==> src/rtl/mem_arbiter.sv <==
// mem_arbiter: shares one pipelined, single-ported memory between I-cache
// block fills, D-cache block fills and D-cache write-through stores.
// A block fill is issued as WORDS_PER_BLOCK back-to-back 16-bit reads.
// Returned words are steered to the owning cache's fill port. Completion is
// reported with a one-cycle done pulse.
//
// Ports:
//   clk, rst                 clock; asynchronous active-low reset
//   icache_req/addr          I-cache miss request and byte address
//   dcache_req/wr/addr/wdata D-cache request (wr=1 store, wr=0 block fill)
//   mem_en/wr/addr/wdata     memory command
//   mem_rdata/mem_valid      in-order, fixed-latency read return
//   fill_addr/fill_data      word being written into a cache
//   icache_fill_we/dcache_fill_we  per-cache fill write enables
//   icache_stall/dcache_stall      hold the requesting pipeline stage
//   icache_done/dcache_done        one-cycle completion pulses
module mem_arbiter #(
  parameter int unsigned WORDS_PER_BLOCK = 8,
  parameter int unsigned ADDR_W          = 16
) (
  input  logic              clk,
  input  logic              rst,
  input  logic              icache_req,
  input  logic [ADDR_W-1:0] icache_addr,
  input  logic              dcache_req,
  input  logic              dcache_wr,
  input  logic [ADDR_W-1:0] dcache_addr,
  input  logic [15:0]       dcache_wdata,
  output logic              mem_en,
  output logic              mem_wr,
  output logic [ADDR_W-1:0] mem_addr,
  output logic [15:0]       mem_wdata,
  input  logic [15:0]       mem_rdata,
  input  logic              mem_valid,
  output logic [ADDR_W-1:0] fill_addr,
  output logic [15:0]       fill_data,
  output logic              icache_fill_we,
  output logic              dcache_fill_we,
  output logic              icache_stall,
  output logic              dcache_stall,
  output logic              icache_done,
  output logic              dcache_done
);

  localparam int unsigned       CNT_W    = $clog2(WORDS_PER_BLOCK);
  localparam logic [CNT_W-1:0]  LAST     = CNT_W'(WORDS_PER_BLOCK - 1);
  localparam logic [ADDR_W-1:0] BLK_MASK = ~ADDR_W'(2 * WORDS_PER_BLOCK - 1);

  typedef enum logic [1:0] {
    IDLE    = 2'd0,
    I_FILL  = 2'd1,
    D_FILL  = 2'd2,
    D_WRITE = 2'd3
  } state_t;

  state_t            state, next_state;
  logic [ADDR_W-1:0] base;
  logic [CNT_W-1:0]  issue_cnt;
  logic [CNT_W-1:0]  ret_cnt;
  logic              last_grant;
  // issue_cnt wraps after the last word, so a separate flag marks that
  // read commands are still being issued for the current block.
  logic              issuing;

  logic grant_d, grant_i;
  logic fill_active, ret_hit, last_ret;

  // Alternate on contention: the requester not served last time wins.
  assign grant_d = dcache_req & (~icache_req | ~last_grant);
  assign grant_i = icache_req & ~grant_d;

  assign fill_active = (state == I_FILL) || (state == D_FILL);
  assign ret_hit     = fill_active & mem_valid;
  assign last_ret    = ret_hit & (ret_cnt == LAST);

  always_comb begin
    next_state = state;
    unique case (state)
      IDLE: begin
        if (grant_d)      next_state = dcache_wr ? D_WRITE : D_FILL;
        else if (grant_i) next_state = I_FILL;
      end
      I_FILL, D_FILL: if (last_ret) next_state = IDLE;
      D_WRITE:        next_state = IDLE;
      default:        next_state = IDLE;
    endcase
  end

  always_comb begin
    mem_en         = 1'b0;
    mem_wr         = 1'b0;
    mem_addr       = '0;
    mem_wdata      = '0;
    fill_addr      = '0;
    fill_data      = '0;
    icache_fill_we = 1'b0;
    dcache_fill_we = 1'b0;
    icache_done    = 1'b0;
    dcache_done    = 1'b0;
    if (state == D_WRITE) begin
      mem_en      = 1'b1;
      mem_wr      = 1'b1;
      mem_addr    = dcache_addr;
      mem_wdata   = dcache_wdata;
      dcache_done = 1'b1;
    end
    if (fill_active && issuing) begin
      mem_en   = 1'b1;
      mem_addr = base + ADDR_W'({issue_cnt, 1'b0});
    end
    if (ret_hit) begin
      fill_addr      = base + ADDR_W'({ret_cnt, 1'b0});
      fill_data      = mem_rdata;
      icache_fill_we = (state == I_FILL);
      dcache_fill_we = (state == D_FILL);
      icache_done    = last_ret & (state == I_FILL);
      dcache_done    = last_ret & (state == D_FILL);
    end
  end

  assign icache_stall = icache_req & ~icache_done;
  assign dcache_stall = dcache_req & ~dcache_done;

  always_ff @(posedge clk or negedge rst) begin
    if (!rst) begin
      state      <= IDLE;
      base       <= '0;
      issue_cnt  <= '0;
      ret_cnt    <= '0;
      last_grant <= 1'b0;
      issuing    <= 1'b0;
    end else begin
      state <= next_state;
      unique case (state)
        IDLE: begin
          if (grant_d || grant_i) begin
            base       <= (grant_d ? dcache_addr : icache_addr) & BLK_MASK;
            issue_cnt  <= '0;
            ret_cnt    <= '0;
            last_grant <= grant_d;
            issuing    <= ~(grant_d & dcache_wr);
          end
        end
        I_FILL, D_FILL: begin
          if (issuing) begin
            issue_cnt <= issue_cnt + 1'b1;
            if (issue_cnt == LAST) issuing <= 1'b0;
          end
          if (ret_hit) ret_cnt <= ret_cnt + 1'b1;
        end
        default: ;
      endcase
    end
  end

endmodule
==> config.mk <==
export PLATFORM = sky130hd
export DESIGN_NAME = mem_arbiter
export DESIGN_NICKNAME = d
export VERILOG_FILES = /design/src/rtl/mem_arbiter.sv
export SDC_FILE = /design/constraint.sdc
export NUM_CORES = 1
export LEC_CHECK = 0
export BUFFER_PORTS_ARGS = -buffer_cell sky130_fd_sc_hd__buf_4
export CORE_ASPECT_RATIO = 1.75
export CORE_MARGIN = 2
export CORE_UTILIZATION = 40
export DETAILED_ROUTE_END_ITERATION = 6
export GPL_ROUTABILITY_DRIVEN = 0
export PLACE_DENSITY = 0.79
export SLEW_MARGIN = 15
export SYNTH_ARGS = -nofsm -noshare
export SYNTH_HDL_FRONTEND = slang
export SYNTH_SLANG_ARGS = --single-unit
export TNS_END_PERCENT = 30
==> constraint.sdc <==
create_clock -name clk -period 1.8 [get_ports clk]
set_input_delay 0.18 -clock clk [delete_from_list [all_inputs] [get_ports clk]]
set_output_delay 0.18 -clock clk [all_outputs]
set_load 0.005 [all_outputs]
==> run summary, run 1 <==
The clock latency of the later-clocked register in the worst-skew pair was 0.26 ns. Remaining antenna violation count: 0. The floorplan core area is 4404 um2, and the synthesis-stage register bit count is 22.

The analysis attributes to cell leakage a power of 0.001708 uW. The run gives 0 as the number of warning messages in the yosys log. The number of antenna diodes in the final layout is 0. The tree built by TritonCTS fans out to 22 sinks. The logs give 48 for the number of DRC violations after detailed-routing iteration 0 and 1202 um2 for the total area of multi-input combinational cells. The layout cell share with drive strength beyond 1 was 0.4459; the power density over the cells was 1412 nW/um2. The flip-flop and latch area was 550.5 um2; the share of the cycle needed by the critical path after routing was 0.9856.

The sequential fraction of the synthesis area was 0.3022; the deepest level of the CTS H-tree was 1. Input and output buffers added on the ports amount to 136. The net count of the finished layout is 467. At the worst endpoint, the arrival time is 1.59 ns. The setup-violating endpoint count in the final report is 0. The tools report the category of the worst setup path capture point as a primary output.

In the final routed layout, each cell accounts on average for 13.85 um. For this run, the slowest stage of the critical path takes 0.38 ns. TritonCTS built the clock tree. The synthesis-to-layout area growth works out to 69.57%.

The run gives 2098 as the via count of the first global-routing pass. After detailed routing, the total wire length is 6079 um. STA puts the critical path data required time at 1.62 ns. STA classifies the critical path startpoint as a flop.

By startpoint and endpoint, the worst setup path is classified as reg -> out. The completed layout was analyzed and its total power is 4362 uW. The reported max-cap violation count is 0.

The number of endpoints with negative hold slack in the final report was 0. Static timing analysis puts the maximum clock frequency at 0.5637 GHz. The run gives 0 as the initial antenna violation count. Clock-pin slew was measured on the worst setup and hold paths at 0.08 ns. The max-slew violation count is 0.

Starting utilization of the core area: 0.4136. Counting every instance in the synthesized netlist gives 252. After filler insertion, the fill cell instance count of the layout stands at 387.

Each instance of the synthesized netlist takes up on average 7.229 um2. The path class of the tightest hold or removal check is in -> reg. The pin count of the biggest net entering global routing is 39. Measured along the x axis, the die boundary spans 55.02 um. Counting flops with a built-in enable in the synthesized netlist gives 0. The run gives 0.2443 as the all-layer global routing usage. The maximum VDD drop was 0.9571 mV. Setup repair after global routing could not meet its margin everywhere.

In this run the clock root is driven by a sky130_fd_sc_hd__clkbuf_8. The run finished with clean final reports. The tightest hold path in the finished design has a slack of 0.1648 ns. Critical path's top delay family: flip-flops. Counting along the longest clock path gives a buffer depth of 2. The total half-perimeter wirelength after legalization and detailed placement was 4543 um; the boundary pin count was 142. For this run, design rule violations remaining after detail routing come to 0.

The number of nets handed over by synthesis was 330. The post-detailed-route via-to-cell ratio was 5.066; the standard-cell row count was 32. The actual slew at the worst max-slew pin was 0.5949 ns; the largest fanout of any net on the critical path was 13. For this run the aggregate overflow at the end of global routing stands at 0. For the distinct cell type count of the synthesized netlist, the log shows 33. The critical path goes through inv_2 > ha_4 > and2_4 > buf_6 > nand2_1 > o21ai_1 > buf_4. The floorplan step defined a die boundary enclosing 5132 um2.

The shortest clock period the worst path allows after layout is 1.774 ns. Cell with the largest stage delay on the worst path: sky130_fd_sc_hd__dfrtp_1. The die is 93.28 um tall. The logs give 0.003107 ns for the final clock skew and 2224 for the overall via count from detail_route. For this run, the detailed router's first-pass iteration total came to 5. The tools report the first-pass GRT wire length as 9439 um.

The cell area that synthesis handed to floorplanning was 1822 um2. The number of clock buffers added by TritonCTS is 3. The share of async-settable or async-resettable flops after synthesis was 1.000; the total buffers and inverters traversed by the critical path was 3. The most instantiated flip-flop cell in the synthesis netlist is sky130_fd_sc_hd__dfrtp_1. For the worst relative slew slack, the log shows 0.6010.
[state kept, by name, summed over array words and instances (netlist names)]
signal	cells
ret_cnt	3
issuing	1
last_grant	1
state	2
issue_cnt	3
base	12
[layout by cell type (no fill, tap or decap), drive strengths merged]
master,instances
o211a,1
nor2b,5
or3b,1
and3,33
nor3,1
a21boi,1
clkbuf,4
o2bb2ai,2
or2,1
o31ai,5
a21oi,1
nand2,62
nor2,17
nor3b,2
ha,8
a211o,1
o221a,1
o21a,2
a221o,1
buf,153
dlygate4sd3,1
nand3,4
and2,19
dfrtp,22
conb,1
a21bo,2
o21ai,20
inv,4
a31oi,13
[metrics by stage]
stage | worst slack [ns] | TNS (ns) | util | cells | instance area (um2)
after global routing | -0.06780 | -0.7071 | 0.7014 | 439 | 3089
after detailed placement | 0.1421 | 0 | 0.6659 | 431 | 2933
after CTS | -0.003084 | -0.003084 | 0.6943 | 437 | 3058
final | 0.02594 | 0 | 0.7014 | 439 | 3089
after global placement | 0.1649 | 0 | 0.6659 | 431 | 2933
after floorplan | 0.1853 | 0 | - | 252 | 1822
[metal layers]
| layer | vias up | global-route usage | wire [um] |
|---|---|---|---|
| met5 | - | 0 | 0 |
| met3 | 10 | 0.02077 | 347 |
| li1 | 1126 | - | - |
| met2 | 84 | 0.4454 | 3398 |
| met4 | 0 | 0.08740 | 148 |
| met1 | 1004 | 0.2787 | 2184 |
[logic make-up (layout without fill, tap and decap cells)]
| group | count (synthesis) | count (layout) | synth area share |
|---|---|---|---|
| and+or+nand+nor | 145 | 145 | 0.3949 |
| AOI/OAI and AO/OA | 50 | 50 | 0.1806 |
| adders and majority gates | 8 | 8 | 0.05495 |
| DFF | 22 | 22 | 0.3022 |
| other | 1 | 1 | 0.002058 |
| buffers and inverters | 26 | 162 | 0.06524 |
[worst reg2reg max path: cells and delay by family, from the launching register on]
| family | cells | cell delay (ns) |
|---|---|---|
| buffers and inverters | 2 | 0.30 |
| adder cells (fa/ha/maj) | 1 | 0.28 |
| AO/OA/AOI/OAI | 2 | 0.44 |
| AND/OR/NAND/NOR | 1 | 0.15 |
| flip-flops | 1 | 0.38 |
[layout make-up]
cell class                      count  share of cell area
Timing Repair Buffer              154              0.3892
Inverter                            4            0.004860
Multi-Input combinational cell    204              0.3892
Clock buffer                        4             0.01782
Tap cell                           51             0.02066
Sequential cell                    22              0.1782
[where the power goes]
| group | total (uW) | switching (uW) | internal (uW) |
|---|---|---|---|
| combinational | 3110 | 1460 | 1650 |
| clock | 363 | 168 | 195 |
| sequential | 887 | 170 | 717 |
| total | 4360 | 1800 | 2560 |
[Yosys cell counts, types with 2 or more instances]
| cell | number | area (um2) |
|---|---|---|
| sky130_fd_sc_hd__inv_1 | 4 | 15.01 |
| sky130_fd_sc_hd__o21ai_1 | 12 | 60.06 |
| sky130_fd_sc_hd__a21bo_2 | 2 | 20.02 |
| sky130_fd_sc_hd__and2_1 | 19 | 118.9 |
| sky130_fd_sc_hd__buf_4 | 3 | 22.52 |
| sky130_fd_sc_hd__nand3_1 | 4 | 20.02 |
| sky130_fd_sc_hd__buf_2 | 7 | 35.03 |
| sky130_fd_sc_hd__clkbuf_1 | 11 | 41.29 |
| sky130_fd_sc_hd__a31oi_1 | 13 | 81.33 |
| sky130_fd_sc_hd__and3_1 | 33 | 206.5 |
| sky130_fd_sc_hd__ha_1 | 8 | 100.1 |
| sky130_fd_sc_hd__nand2_1 | 62 | 232.7 |
| sky130_fd_sc_hd__o2bb2ai_1 | 2 | 17.52 |
| sky130_fd_sc_hd__nor2b_1 | 5 | 31.28 |
| sky130_fd_sc_hd__o21ai_0 | 8 | 40.04 |
| sky130_fd_sc_hd__dfrtp_1 | 22 | 550.5 |
| sky130_fd_sc_hd__nor2_1 | 17 | 63.81 |
| sky130_fd_sc_hd__o31ai_1 | 5 | 37.54 |
[timing repair]
item | CTS | global route
setup endpoints to repair | 28 | 22
hold buffers | 1 | 0
resized for setup | 16 | 6
setup buffers | 1 | 2
hold endpoints to repair | 22 | 0
[path summary, 6_finish.rpt]
path | cells after the start | start | endpoint | slack, ns
min in group asynchronous | 2 | rst | last_grant | 0.35
hold / removal | 3 | icache_addr[4] | base[4] | 0.16
max in group asynchronous | 2 | rst | state[1] | 1.22
setup / recovery | 7 | state[1] | mem_addr[4] | 0.03
hold reg to reg | 2 | ret_cnt[2] | ret_cnt[2] | 0.55
setup reg to reg | 6 | state[1] | issue_cnt[0] | 0.15
Power figures use the tool's default switching activity.
==> inputs of run 2 (changes only) <==
Settings changed: CORE_MARGIN 2 to 1.5.
==> run 2 against run 1 <==
  * The run now ends with negative setup slack left
  * Clock-buffer cell count down 1
  * Routed wire length increased by 2.0%
  * Cell area rose by 2.2%
  * Hold slack got worse by 0.016 ns
  * Via count up 3.5%
  * Global-route usage shrank 0.16 points
  * Non-clock buffer count grew 1
  * Cell count grew 0.23%
  * Register-to-register slack improved by 0.09 ns
  * Die area fell by 2.9%
  * Clock power rose by 32%
  * Critical endpoint is now mem_en
  * Largest cell class is now buffers
==> run summary, run 2 (synthesized netlist as in run 1, its figures left out) <==
Hold timing on the final database bottoms out at a slack of 0.1484 ns. Type of the setup path with the least slack: reg -> out. The commonest non-fill, non-tap cell in the layout was sky130_fd_sc_hd__buf_4. The tools report the all-layer global routing usage as 0.2428. Ranked by flip-flop count, first place goes to base. For the reported max-cap violation count, the log shows 0. The library cells used most frequently in the layout, excluding fill and tap cells, are sky130_fd_sc_hd__buf_4, sky130_fd_sc_hd__nand2_1, sky130_fd_sc_hd__and3_1. The tools report the initial antenna violation count as 0. The run gives 0.4136 as the starting utilization of the core area. The most numerous cell type found on the critical path is sky130_fd_sc_hd__buf_6.

Data arrives at the worst endpoint at 1.65 ns. TritonCTS created 3 clock buffers. For this run the aggregate overflow at the end of global routing stands at 0. Power spread over the standard cell area amounts to 1495 nW/um2. The signal on the critical path passes through inv_2 > ha_4 > and2_4 > buf_6 > or2_4 > buf_6. The final standard cell utilization of the core is 0.7168, and the delay contributed by the slowest stage of the critical path is 0.40 ns.

IR analysis of the VDD net gives a maximum drop of 1.287 mV. The floorplan step defined a core boundary enclosing 4404 um2. Detailed placement ended at an HPWL of 4508 um.

Setup repair after global routing could not meet its margin everywhere. In this run the deepest clock path goes through 2 buffers. The setup-violating endpoint count in the final report was 2.

The run gives 0.6144 as the worst relative slew slack. In this run the cell area measured after placement is 2905 um2. The post-detailed-route via-to-cell ratio is 5.230.

The worst-case setup margin in the final layout came out at -0.03364 ns. For the final database, setup skew stands at 0.001556 ns. The number of endpoints with negative hold slack in the final report is 0, and the required time at the worst-slack endpoint is 1.62 ns.

TritonCTS built the clock tree. Relative to the synthesized area, the layout overhead comes to 73.28%. The max-slew violation count is 0, and the static power due to leakage is 0.001742 uW.

Summing over every cut layer, the via total after detailed routing is 2301. 142 I/O pins were placed. The shortest clock period the worst path allows after layout came out at 1.834 ns.

Layout cell share with drive strength beyond 1: 0.4704. The post-route cell area is 3157 um2, and the share of the cycle needed by the critical path after routing is 1.019. The deepest level of the CTS H-tree was 1; the worst slack at placement was 0.1221 ns. The run finished, with violations left. Timing would allow up to 0.5454 GHz.

The cell with the largest stage delay on the worst path is sky130_fd_sc_hd__dfrtp_1. Number of flip-flops in the largest register: 12. The run gives 4 as the count of TritonRoute iterations in the first routing pass.

The final reports fail on negative setup slack. The count of input and output buffers is 136, and the actual slew at the worst max-slew pin is 0.5750 ns. The first global-routing pass estimated 9232 um of wire. The largest registers in the layout are base x12, issue_cnt x3, ret_cnt x3. The number of remaining DRC errors was 0; the remaining antenna violation count was 0.

The clock latency of the later-clocked register in the worst-skew pair is 0.27 ns. The final layout contains routed wiring with a total length of 6203 um. The first routing iteration left 46 violations. STA classifies the critical path endpoint as a primary output.

After clock tree synthesis, the clock-pin slew on the worst setup and hold paths is 0.09 ns. The pin count of the biggest net entering global routing is 39. The launching element type of the critical path was a flop. For the standard-cell row count, the log shows 32. The wire length per cell after detailed routing works out to 14.10 um. The via count of the first global-routing pass is 2060, and the largest fanout of any net on the critical path is 8.

At the end of the flow, the number of nets in the layout was 468. The floorplan die area was 4984 um2. The class of the most critical hold timing path was in -> reg.

For this design, the sink count on the clock tree is 22. Setup total negative slack on the finished layout was measured at -0.04082 ns. The tools report the antenna diode count as 0. The die outline width was 54.02 um. The die is 92.28 um tall.

The tools report the CTS root buffer as sky130_fd_sc_hd__clkbuf_8.
[run 2: changes by cell type in the layout (fill, tap and decap cells not counted), moves of 2 or more]
cell / before / now
sky130_fd_sc_hd__o21ai_1: 14 / 7
sky130_fd_sc_hd__o21ai_2: 2 / 9
sky130_fd_sc_hd__buf_6: 3 / 5
sky130_fd_sc_hd__nand2_1: 62 / 59
sky130_fd_sc_hd__buf_4: 147 / 145
sky130_fd_sc_hd__nand2_2: 0 / 3
[run 2: final cells by class]
type,instances,area [um2]
Sequential cell,22,550.5
Fill cell,373,1247
Tap cell,51,63.81
Multi-Input combinational cell,204,1221
Clock buffer,3,41.29
Clock inverter,1,30.03
Inverter,4,15.01
Timing Repair Buffer,155,1235
[run 2: worst max-delay path: cells and delay by family, from the launching register on]
kind          cells  cell delay, ns
fa+ha+maj         1            0.22
buf+inv           3            0.33
flops             1            0.40
simple gates      2            0.42
[run 2: through the flow]
stage / total power [uW] / std cells
2_1_floorplan: 2384 / 252
3_3_place_gp: 3639 / 429
3_5_place_dp: 3695 / 429
4_1_cts: 4467 / 439
5_1_grt: 5082 / 440
6_report: 4718 / 440
[run 2: worst paths after layout]
kind | end | depth (start not counted) | start | slack, ns
max in group asynchronous | issue_cnt[0] | 2 | rst | 1.24
worst min-delay path | base[15] | 3 | icache_addr[15] | 0.15
worst max-delay path | mem_en | 6 | state[0] | -0.03
min in group asynchronous | ret_cnt[0] | 2 | rst | 0.33
worst min register to register | ret_cnt[1] | 2 | ret_cnt[1] | 0.54
worst max register to register | issue_cnt[0] | 6 | state[0] | 0.24
[run 2: timing repair]
item                                    in CTS  in global routing
hold buffers                                 1                  0
buffers inserted                             4                  0
endpoints found under the setup margin      31                 25
pin swaps                                    2                  8
cloned                                       1                  1
endpoints found under the hold margin       22                  0
resized for setup                           16                 20
[run 2: per-layer routing]
layer	routed length, um	GRT usage	part of all wire	vias up
met5	0	0	0	-
met4	102	0.06875	0.016	0
met3	316	0.02117	0.051	9
met2	3536	0.4593	0.57	77
met1	2246	0.2692	0.36	1083
li1	-	-	-	1132
[run 2: where the power goes]
| part | switching (uW) | leakage, uW | total, uW | internal (uW) |
|---|---|---|---|---|
| combinational | 1520 | 0.00144 | 3340 | 1810 |
| clock | 182 | 0.0000357 | 480 | 298 |
| sequential | 185 | 0.000264 | 902 | 717 |
| total | 1890 | 0.00174 | 4720 | 2830 |
